--- src/rtl/reg_share_arbiter_pkg.sv ---
// Shared types and the round-robin pick helper for the register-sharing arbiter.
package reg_share_pkg;

  typedef enum logic {IDLE, BURST} arb_state_t;

  // First set bit of req scanning ptr, ptr+1, ... mod n; returns 0 when none is set (n <= 32).
  function automatic int unsigned rr_index(input logic [31:0] req, input int unsigned ptr,
                                           input int unsigned n);
    int unsigned k;
    int unsigned pick;
    logic found;
    pick = 0;
    found = 1'b0;
    for (int unsigned i = 0; i < 32; i++) begin
      k = (ptr + i) % n;
      if (i < n && !found && req[k[4:0]]) begin
        pick = k;
        found = 1'b1;
      end
    end
    return pick;
  endfunction

endpackage

--- src/rtl/reg_share_arbiter_rr_pick.sv ---
// Combinational rotate-priority encoder: oldest-after-pointer request wins.
module rr_pick
  import reg_share_pkg::*;
#(
  parameter int unsigned R  = 4,
  parameter int unsigned PW = $clog2(R)
) (
  input  logic [R-1:0]  req,
  input  logic [PW-1:0] ptr,
  output logic [R-1:0]  onehot,
  output logic [PW-1:0] idx,
  output logic          any
);

  always_comb begin
    idx    = PW'(rr_index(32'(req), 32'(ptr), R));
    any    = |req;
    onehot = '0;
    if (any) onehot[idx] = 1'b1;
  end

endmodule

--- src/rtl/reg_share_arbiter.sv ---
// Round-robin arbiter with optional bounded burst lock, driving one shared W-bit
// enabled register.
module reg_share_arbiter
  import reg_share_pkg::*;
#(
  parameter int unsigned W         = 4,
  parameter int unsigned R         = 4,
  parameter int unsigned MAX_BURST = 4
) (
  input  logic                 clk,
  input  logic                 rest,
  input  logic [R-1:0]         req,
  input  logic [R-1:0]         lock,
  input  logic [R*W-1:0]       wdata,
  output logic [R-1:0]         gnt,
  output logic [$clog2(R)-1:0] owner,
  output logic                 busy,
  output logic [W-1:0]         q
);

  localparam int unsigned PW = $clog2(R);
  localparam int unsigned CW = $clog2(MAX_BURST + 1);
  localparam logic [PW-1:0] LAST = PW'(R - 1);
  localparam logic [CW:0] MAXB = (CW + 1)'(MAX_BURST);

  arb_state_t    state, state_next;
  logic [PW-1:0] ptr, ptr_next, owner_next, gidx;
  logic [CW-1:0] cnt, cnt_next;
  logic [CW:0]   cnt_inc;
  logic [R-1:0]  pick_onehot;
  logic [PW-1:0] pick_idx;
  logic          pick_any;
  logic          en;
  logic [W-1:0]  d;

  rr_pick #(.R(R), .PW(PW)) u_pick (
    .req    (req),
    .ptr    (ptr),
    .onehot (pick_onehot),
    .idx    (pick_idx),
    .any    (pick_any)
  );

  assign busy    = (state == BURST);
  assign cnt_inc = {1'b0, cnt} + 1'b1;

  // While locked only the owner is looked at; the burst ends on unlock, on the
  // length cap, or on the owner withdrawing its request (no write that cycle).
  always_comb begin
    gnt        = '0;
    en         = 1'b0;
    gidx       = pick_idx;
    state_next = state;
    cnt_next   = cnt;
    owner_next = owner;
    ptr_next   = ptr;
    if (rest) begin
      case (state)
        IDLE: begin
          if (pick_any) begin
            gnt        = pick_onehot;
            en         = 1'b1;
            owner_next = pick_idx;
            ptr_next   = (pick_idx == LAST) ? '0 : pick_idx + 1'b1;
            if (lock[pick_idx] && MAX_BURST > 1) begin
              state_next = BURST;
              cnt_next   = CW'(1);
            end
          end
        end
        BURST: begin
          gidx = owner;
          if (req[owner]) begin
            gnt[owner] = 1'b1;
            en         = 1'b1;
            if (lock[owner] && cnt_inc < MAXB) begin
              cnt_next = cnt_inc[CW-1:0];
            end else begin
              state_next = IDLE;
              cnt_next   = '0;
            end
          end else begin
            state_next = IDLE;
            cnt_next   = '0;
          end
        end
        default: state_next = IDLE;
      endcase
    end
  end

  assign d = wdata[gidx*W +: W];

  always_ff @(posedge clk or negedge rest) begin
    if (!rest) begin
      state <= IDLE;
      ptr   <= '0;
      cnt   <= '0;
      owner <= '0;
    end else begin
      state <= state_next;
      ptr   <= ptr_next;
      cnt   <= cnt_next;
      owner <= owner_next;
    end
  end

  always_ff @(posedge clk or negedge rest) begin
    if (!rest)   q <= '0;
    else if (en) q <= d;
  end

endmodule

--- config.mk ---
export PLATFORM = sky130hd
export DESIGN_NAME = reg_share_arbiter
export DESIGN_NICKNAME = d
export VERILOG_FILES = /design/src/rtl/reg_share_arbiter_pkg.sv /design/src/rtl/reg_share_arbiter_rr_pick.sv /design/src/rtl/reg_share_arbiter.sv
export SDC_FILE = /design/constraint.sdc
export NUM_CORES = 1
export LEC_CHECK = 0
export ABC_AREA = 1
export BUFFER_PORTS_ARGS = -buffer_cell sky130_fd_sc_hd__buf_2
export CORE_ASPECT_RATIO = 0.75
export CORE_MARGIN = 8
export CORE_UTILIZATION = 50
export DETAILED_ROUTE_END_ITERATION = 10
export PLACE_DENSITY_LB_ADDON = 0.25
export SYNTH_ARGS = -nofsm -noshare
export SYNTH_HDL_FRONTEND = slang
export SYNTH_SLANG_ARGS = --single-unit
--- constraint.sdc ---
create_clock -name clk -period 2.4 [get_ports clk]
set_clock_uncertainty 0.2 [all_clocks]
set_input_delay 0.48 -clock clk [delete_from_list [all_inputs] [get_ports clk]]
set_output_delay 0.48 -clock clk [all_outputs]
set_load 0.01 [all_outputs]
======== Word-level counts from Yosys, hierarchy flattened ========
Cells that the tools add are included.
word-level totals
  register bits ........................... 12
  bits in latches ......................... 0
  bits in writable memories ............... 0
  bits in read-only memories .............. 0
  bits of input ports ..................... 26
  output and inout bits ................... 11
  logic and storage cells ................. 82
  memories kept ........................... 0
cells by class
  add/sub/neg operators ................... 5
  multipliers ............................. 0
  div/mod/pow operators ................... 0
  order comparisons ....................... 9
  equality and inequality tests ........... 3
  shifts and indexed selects .............. 1
  mux-type cells .......................... 46
  bitwise logic cells ..................... 1
  reductions and logical operators ........ 12
operators with widths
  operator             number
  $lt 2x6->1 const B   4
  $mux 1               19
  $shiftx 16x5->4      1
  $bmux 1 s2           7
  $mux 2               7
  $mux 3               4
  $mux 4               3
  $pmux 4 s2           1
  $logic_and 1x1->1    6
  $lt 2x3->1 const B   2
  $pmux 3 s2           1
  $reduce_and 3->1     2
  $add 2x1->2 const B  2
  $add 2x2->2 const B  2
  $add 3x1->4 const B  1
  $demux 1 s2          2
  $ge 2x1->1 const B   2
  $lt 4x3->1 const B   1
  $ne 2x2->1 const B   2
  $pmux 1 s2           2
  $reduce_or 4->1      1
  $logic_not 1->1      3
  $eq 2x2->1 const B   1
  $not 1->1            1

======== Logic depth before layout (Yosys ltp) ========
  depth in word-level cells ............... 19
  gate-level depth with buffers ........... 16

======== Cells and area by module ========
A second synthesis with hierarchy kept.
unflattened totals
  cell total of the unflattened synthesis .. 206
  area total of the unflattened synthesis .. 1249.9 µm²
by module, submodules not included
  module             instances  cells each  area each (µm²)  sequential area each (µm²)
  reg_share_arbiter  1          150         932.1            300.3
  rr_pick            1          56          317.8            0.0

======== Least setup slack after synthesis ========
No wires, ideal clock.
  path kind ............................... in2out
  start point ............................. input port req[3]
  end point ............................... output port gnt[0]
  data arrival time ....................... 1662 ps
  data required time ...................... 1720 ps
  slack ................................... 58 ps
  cell stages on the path ................. 11
  buffers on the path ..................... 0
  path through ............................ inv_1 nand2_2 nand3_1 nand2_2 nor2_8 nand4_4 nand2_4 inv_1 ha_1 nand2_1 o21ai_0
between the ends
  word-level cells in the longest chain between the ends .. 19
  elaborated cells between the ends (all ways) .. 33
  those cells by class .................... order compare: 2; mux: 23; reduce/logical: 8
ends and longest elaborated chain
  element                                                         line                             source
  start, declared                                                 reg_share_arbiter.sv:12          input logic [R-1:0] req,
  $bmux 1 s2                                                      reg_share_arbiter_pkg.sv:16      if (i < n && !found && req[k[4:0]]) begin
  $mux 1 (not written as such)                                    reg_share_arbiter_pkg.sv:16
  $mux 1                                                          reg_share_arbiter_pkg.sv:16
  $logic_not 1->1                                                 reg_share_arbiter_pkg.sv:16
  $logic_and 1x1->1                                               reg_share_arbiter_pkg.sv:16
  $mux 1                                                          reg_share_arbiter_pkg.sv:16
  $logic_not 1->1                                                 reg_share_arbiter_pkg.sv:16
  $logic_and 1x1->1                                               reg_share_arbiter_pkg.sv:16
  (+4 left out)                                                   n/a
  net pick_idx[0]                                                 reg_share_arbiter.sv:31          logic [PW-1:0] pick_idx;
  $lt 2x3->1 (not written as such) or $ge 2x1->1 (tied branches)  reg_share_arbiter_rr_pick.sv:19  if (any) onehot[idx] = 1'b1;
  $logic_and 1x1->1 (not written as such)                         reg_share_arbiter_rr_pick.sv:19
  $mux 1 (not written as such)                                    reg_share_arbiter_rr_pick.sv:19
  $demux 1 s2 (*)                                                 n/a
  $mux 4 (*)                                                      reg_share_arbiter.sv:60          if (pick_any) begin
  $pmux 4 s2 (*)                                                  reg_share_arbiter.sv:58          case (state)
  $mux 4 (*)                                                      reg_share_arbiter.sv:57          if (rest) begin
  end, declared                                                   reg_share_arbiter.sv:15          output logic [R-1:0] gnt,
The timed path passes the listed nets; every way through them passes the cells marked *. The select of a mux whose other input is x is not followed.

======== Worst setup path after layout ========
  start point ............................. register ptr[0]
  end point ............................... output port gnt[0]
between the ends
  word-level cells in the longest chain between the ends .. 19
  elaborated cells between the ends (all ways) .. 32
  those cells by class .................... add/sub: 3; order compare: 2; mux: 20; reduce/logical: 7
ends and longest elaborated chain
  element                                                               line                             source
  start, declared                                                       reg_share_arbiter.sv:27          logic [PW-1:0] ptr, ptr_next, owner_next, gidx;
  start signal, assigned                                                reg_share_arbiter.sv:102         ptr <= ptr_next;
  parallel branches: the longest is 11 deep, another holds $add 2x1->2  n/a
  $mux 2 (*)                                                            reg_share_arbiter_pkg.sv:16
  net pick_idx[0]                                                       reg_share_arbiter.sv:31
  $lt 2x3->1 (not written as such) or $ge 2x1->1 (tied branches)        reg_share_arbiter_rr_pick.sv:19
  $logic_and 1x1->1 (not written as such)                               reg_share_arbiter_rr_pick.sv:19
  $mux 1 (not written as such)                                          reg_share_arbiter_rr_pick.sv:19
  $demux 1 s2 (*)                                                       n/a
  $mux 4 (*)                                                            reg_share_arbiter.sv:60
  $pmux 4 s2 (*)                                                        reg_share_arbiter.sv:58
  $mux 4 (*)                                                            reg_share_arbiter.sv:57
Mark *: on every way through the listed nets, which the timed path passes. The select of a mux whose other input is x is not followed.

==> metrics.txt <==
outcome=complete, but fails checks; failing checks=negative setup slack; maximum number of pins on one net before global-route repair=10; via count=1,645; fraction of layout cells with a size suffix above 1=between 40% and 50%; vias in the first global route=about 1,400; CP max-delay cell=dfrtp_2; count leader, synth=nand2_1; htree depth=1; root buffer cell=clkbuf_4; Register Area=302 um^2; crit path kind=reg2out; # rows=15; Post-Synthesis Cells=186; reg-to-reg startpoint=ptr[0]$_DFFE_PN0P_; FF-to-FF setup slack=-0.06 ns; total core area=2330 um^2; synth top area cells=dfrtp_1, nand2_1, nand3_1; Final Non-Filler Cells=295; Finish-stage setup viols=5; Top FF cell, synth=dfrtp_1; CTS tree=done; Yosys Warn Count=0; Simple-Gate Fraction of Synth Area=56.0%; First-pass DRT Iterations=6; WP data required=1.72 ns; CP Capture Type=primary output; Detail Route Antenna Nets=0; top cell type by total area after synthesis=dfrtp_1; Congestion Overflow GR=0; maximum VDD drop=around 1100 uV; Leak=1.05 nW; synthesized area per cell=6.63 um^2; Max Clk Rate=approximately 0.35 GHz; worst slack, placed=-0.201 ns; worst relative slew slack=around three quarters; clk buf depth=2; Max-Cap Viols=0; ANT cells=0; largest family of logic cells by synthesized area=simple AND/OR/NAND/NOR gates; area of the multi-input gates=about 1000 um^2; Inserted Clock Buffers=3; sequential element share of the synthesized area=24.4%; final worst slack=-0.459 ns; adder-cell area share of the yosys netlist=5.08%; Die ar.=4330 um^2; Reg-to-Reg End=q[0]$_DFFE_PN0P_; top cell type's share of synthesized area=24.4%; RSZ-0062 raised after global routing=true; Synth Register Bits=12; async set or reset register ratio after synthesis=100%; Remaining DRCs=0; Initial Util=a little over half; hold path startpoint=q[3]$_DFFE_PN0P_; fin crit share=119%; routability cong.=0.941; Iteration-0 DRC Markers=189; number of top-level pins=37; Bufs and invs on worst path=3; vias per std cell=5.58; Reg2Reg Depth=17; Die H=around 59 um; first-pass GRT wire length=approximately 6100 um; post-synthesis compound-gate area fraction=7.21%; Pwr Density=roughly 1800 nW/um^2; Distinct cells, synth=25; GRT Util Overall=17.8%; hold crit path type=reg2reg; Critical Path Source Type=flip-flop; Hold Path Sink=q[3]$_DFFE_PN0P_; drt wl/cell=between 15 and 20 um; worst-path cell chain=inv_4 > nand2_1 > nand2_2 > nor2_4 > nor2_4 > nand4_4 > nand2_8 > inv_8 > ha_1 > nand2_1 > o21ai_0 > buf_2; Layout area overhead=59.3%; worst skew pair latency=0.27 ns; Netlist Area Pre-Place=1230 um^2; Post-DP HPWL=3110 um; Synthesized Nets=217; NumNets Final=between 200 and 300; initial antenna violation count=0; Post-synth top cells=nand2_1, nand3_1, inv_1; Fin. Hold Viols=0; critical path's top delay family=simple AND/OR/NAND/NOR gates; Layout fillers=140; Hold Crit Depth=2; number of synthesized flops with an enable pin=0; final WL=4920 um; post-layout min period=2.86 ns; DP Cell Count=approximately 280; XOR/XNOR Fraction of Synth Area=0%; Die W=73.3 um; worst-margin pin slew=between 0.3 and 0.4 ns; # clock sinks=12; Critical Path Source=ptr[0]$_DFFE_PN0P_; crit path DAT=2.18 ns; clk slew on worst S/H paths=0.07 ns; CP max stage delay=0.48 ns; Slew Limit Fails=0; I/O Buffers=36; multiplexer area fraction after synthesis=0%; CP max FO=7
cell usage in the layout, fill, tap and decap left out:
cell / synthesis / final
nand4_4: 1 / 1
buf_2: 0 / 36
inv_1: 17 / 14
a41oi_1: 1 / 1
nor2_2: 0 / 1
ha_4: 0 / 3
o22ai_1: 2 / 2
nand3_1: 30 / 25
clkbuf_16: 0 / 1
nand2_4: 6 / 11
o21ai_4: 0 / 1
ha_1: 5 / 2
clkbuf_8: 0 / 1
nand2_1: 62 / 53
or2_2: 1 / 1
o21ai_2: 0 / 1
nor2_4: 2 / 3
nand3b_1: 1 / 1
nand3_2: 3 / 6
buf_12: 0 / 1
inv_2: 4 / 4
nand2_8: 0 / 1
nor2_1: 11 / 9
buf_4: 0 / 32
nor4_1: 1 / 1
clkbuf_4: 0 / 3
nand2_2: 10 / 13
dlygate4sd3_1: 0 / 2
o21bai_1: 1 / 1
nor3_1: 1 / 1
dfrtp_1: 12 / 11
dfrtp_2: 0 / 1
nand3_4: 1 / 3
o21ai_0: 8 / 5
nor2_8: 1 / 1
inv_8: 0 / 1
o21ai_1: 2 / 3
inv_4: 0 / 2
a21oi_1: 2 / 2
how the worst max path moves through the flow:
stage                     cells past startpoint     end  slack, ns
after detailed placement                     15  gnt[3]      -0.20
after global routing                         15  gnt[0]      -0.53
final                                        12  gnt[0]      -0.46
after global placement                       15  gnt[0]      -0.14
after CTS                                    15  gnt[3]      -0.39
after floorplan                              11  gnt[0]       0.06
metrics by stage:
| stage | hold WS, ns | area [um^2] | total power [mW] | util [%] | TNS [ns] |
|---|---|---|---|---|---|
| after floorplan | -0.0156 | 1230 | 1.78 | - | 0 |
| after global placement | 0.106 | 1630 | 2.42 | 70.0 | -0.443 |
| after detailed placement | 0.110 | 1630 | 2.51 | 70.0 | -0.744 |
| after CTS | 0.282 | 1740 | 2.80 | 74.8 | -1.47 |
| after global routing | 0.320 | 1960 | 3.68 | 84.4 | -2.79 |
| final | 0.282 | 1960 | 3.51 | 84.4 | -1.78 |
timing repair:
item                                    in CTS  in global routing
gates cloned                                 0                  1
gates resized for setup                     13                 34
endpoints found under the setup margin       4                  4
setup buffers                                2                  8
endpoints found under the hold margin        4                  0
pin swaps                                    4                 18
hold buffers                                 2                  0
report_power, final:
| group | switching (mW) | internal (mW) | total (mW) | leakage, nW |
|---|---|---|---|---|
| registers | 0.101 | 0.299 | 0.401 | 0.148 |
| clock network | 0.0639 | 0.0922 | 0.156 | 0.0210 |
| logic | 1.73 | 1.21 | 2.95 | 0.880 |
flip-flops by register name, indices dropped and copies added (netlist names):
register / count
owner: 2
busy: 1
q: 4
cnt: 3
ptr: 2
logic make-up (layout without fill, tap and decap cells):
logic type               Yosys count  in the layout
AND/OR/NAND/NOR                  131            131
buffers and inverters             22             97
AO/OA/AOI/OAI                     16             16
flip-flops                        12             12
adder cells (fa/ha/maj)            5              5
final cells by class:
type	count	area share, %
repair buffers	72	24.7
inverters	21	4.65
well taps	34	2.17
flip-flops and latches	12	15.4
clock buffers	4	1.85
multi-input cells	152	51.2
worst reg2reg max path: stages (launching register included):
cell and delay (ns):
dfrtp_2 0.48, buf_12 0.17, nand2_4 0.08, nand3_4 0.09
nand2_4 0.11, inv_2 0.04, nand2_1 0.05, nand2_1 0.06
nand2_2 0.09, nand2_4 0.07, buf_4 0.14, buf_4 0.14
nand3_4 0.11, nand2_4 0.10, nand2_1 0.08, nand3_1 0.11
nand3_1 0.14, nand2_1 0.07
metal layers:
metal	global-route usage (%)	vias up	wire length (um)
met5	0	-	0
met4	5.95	0	193
met3	4.05	30	456
met2	28.0	107	2360
met1	23.4	746	1910
li1	-	762	-
(Power assumes the default switching activity.)
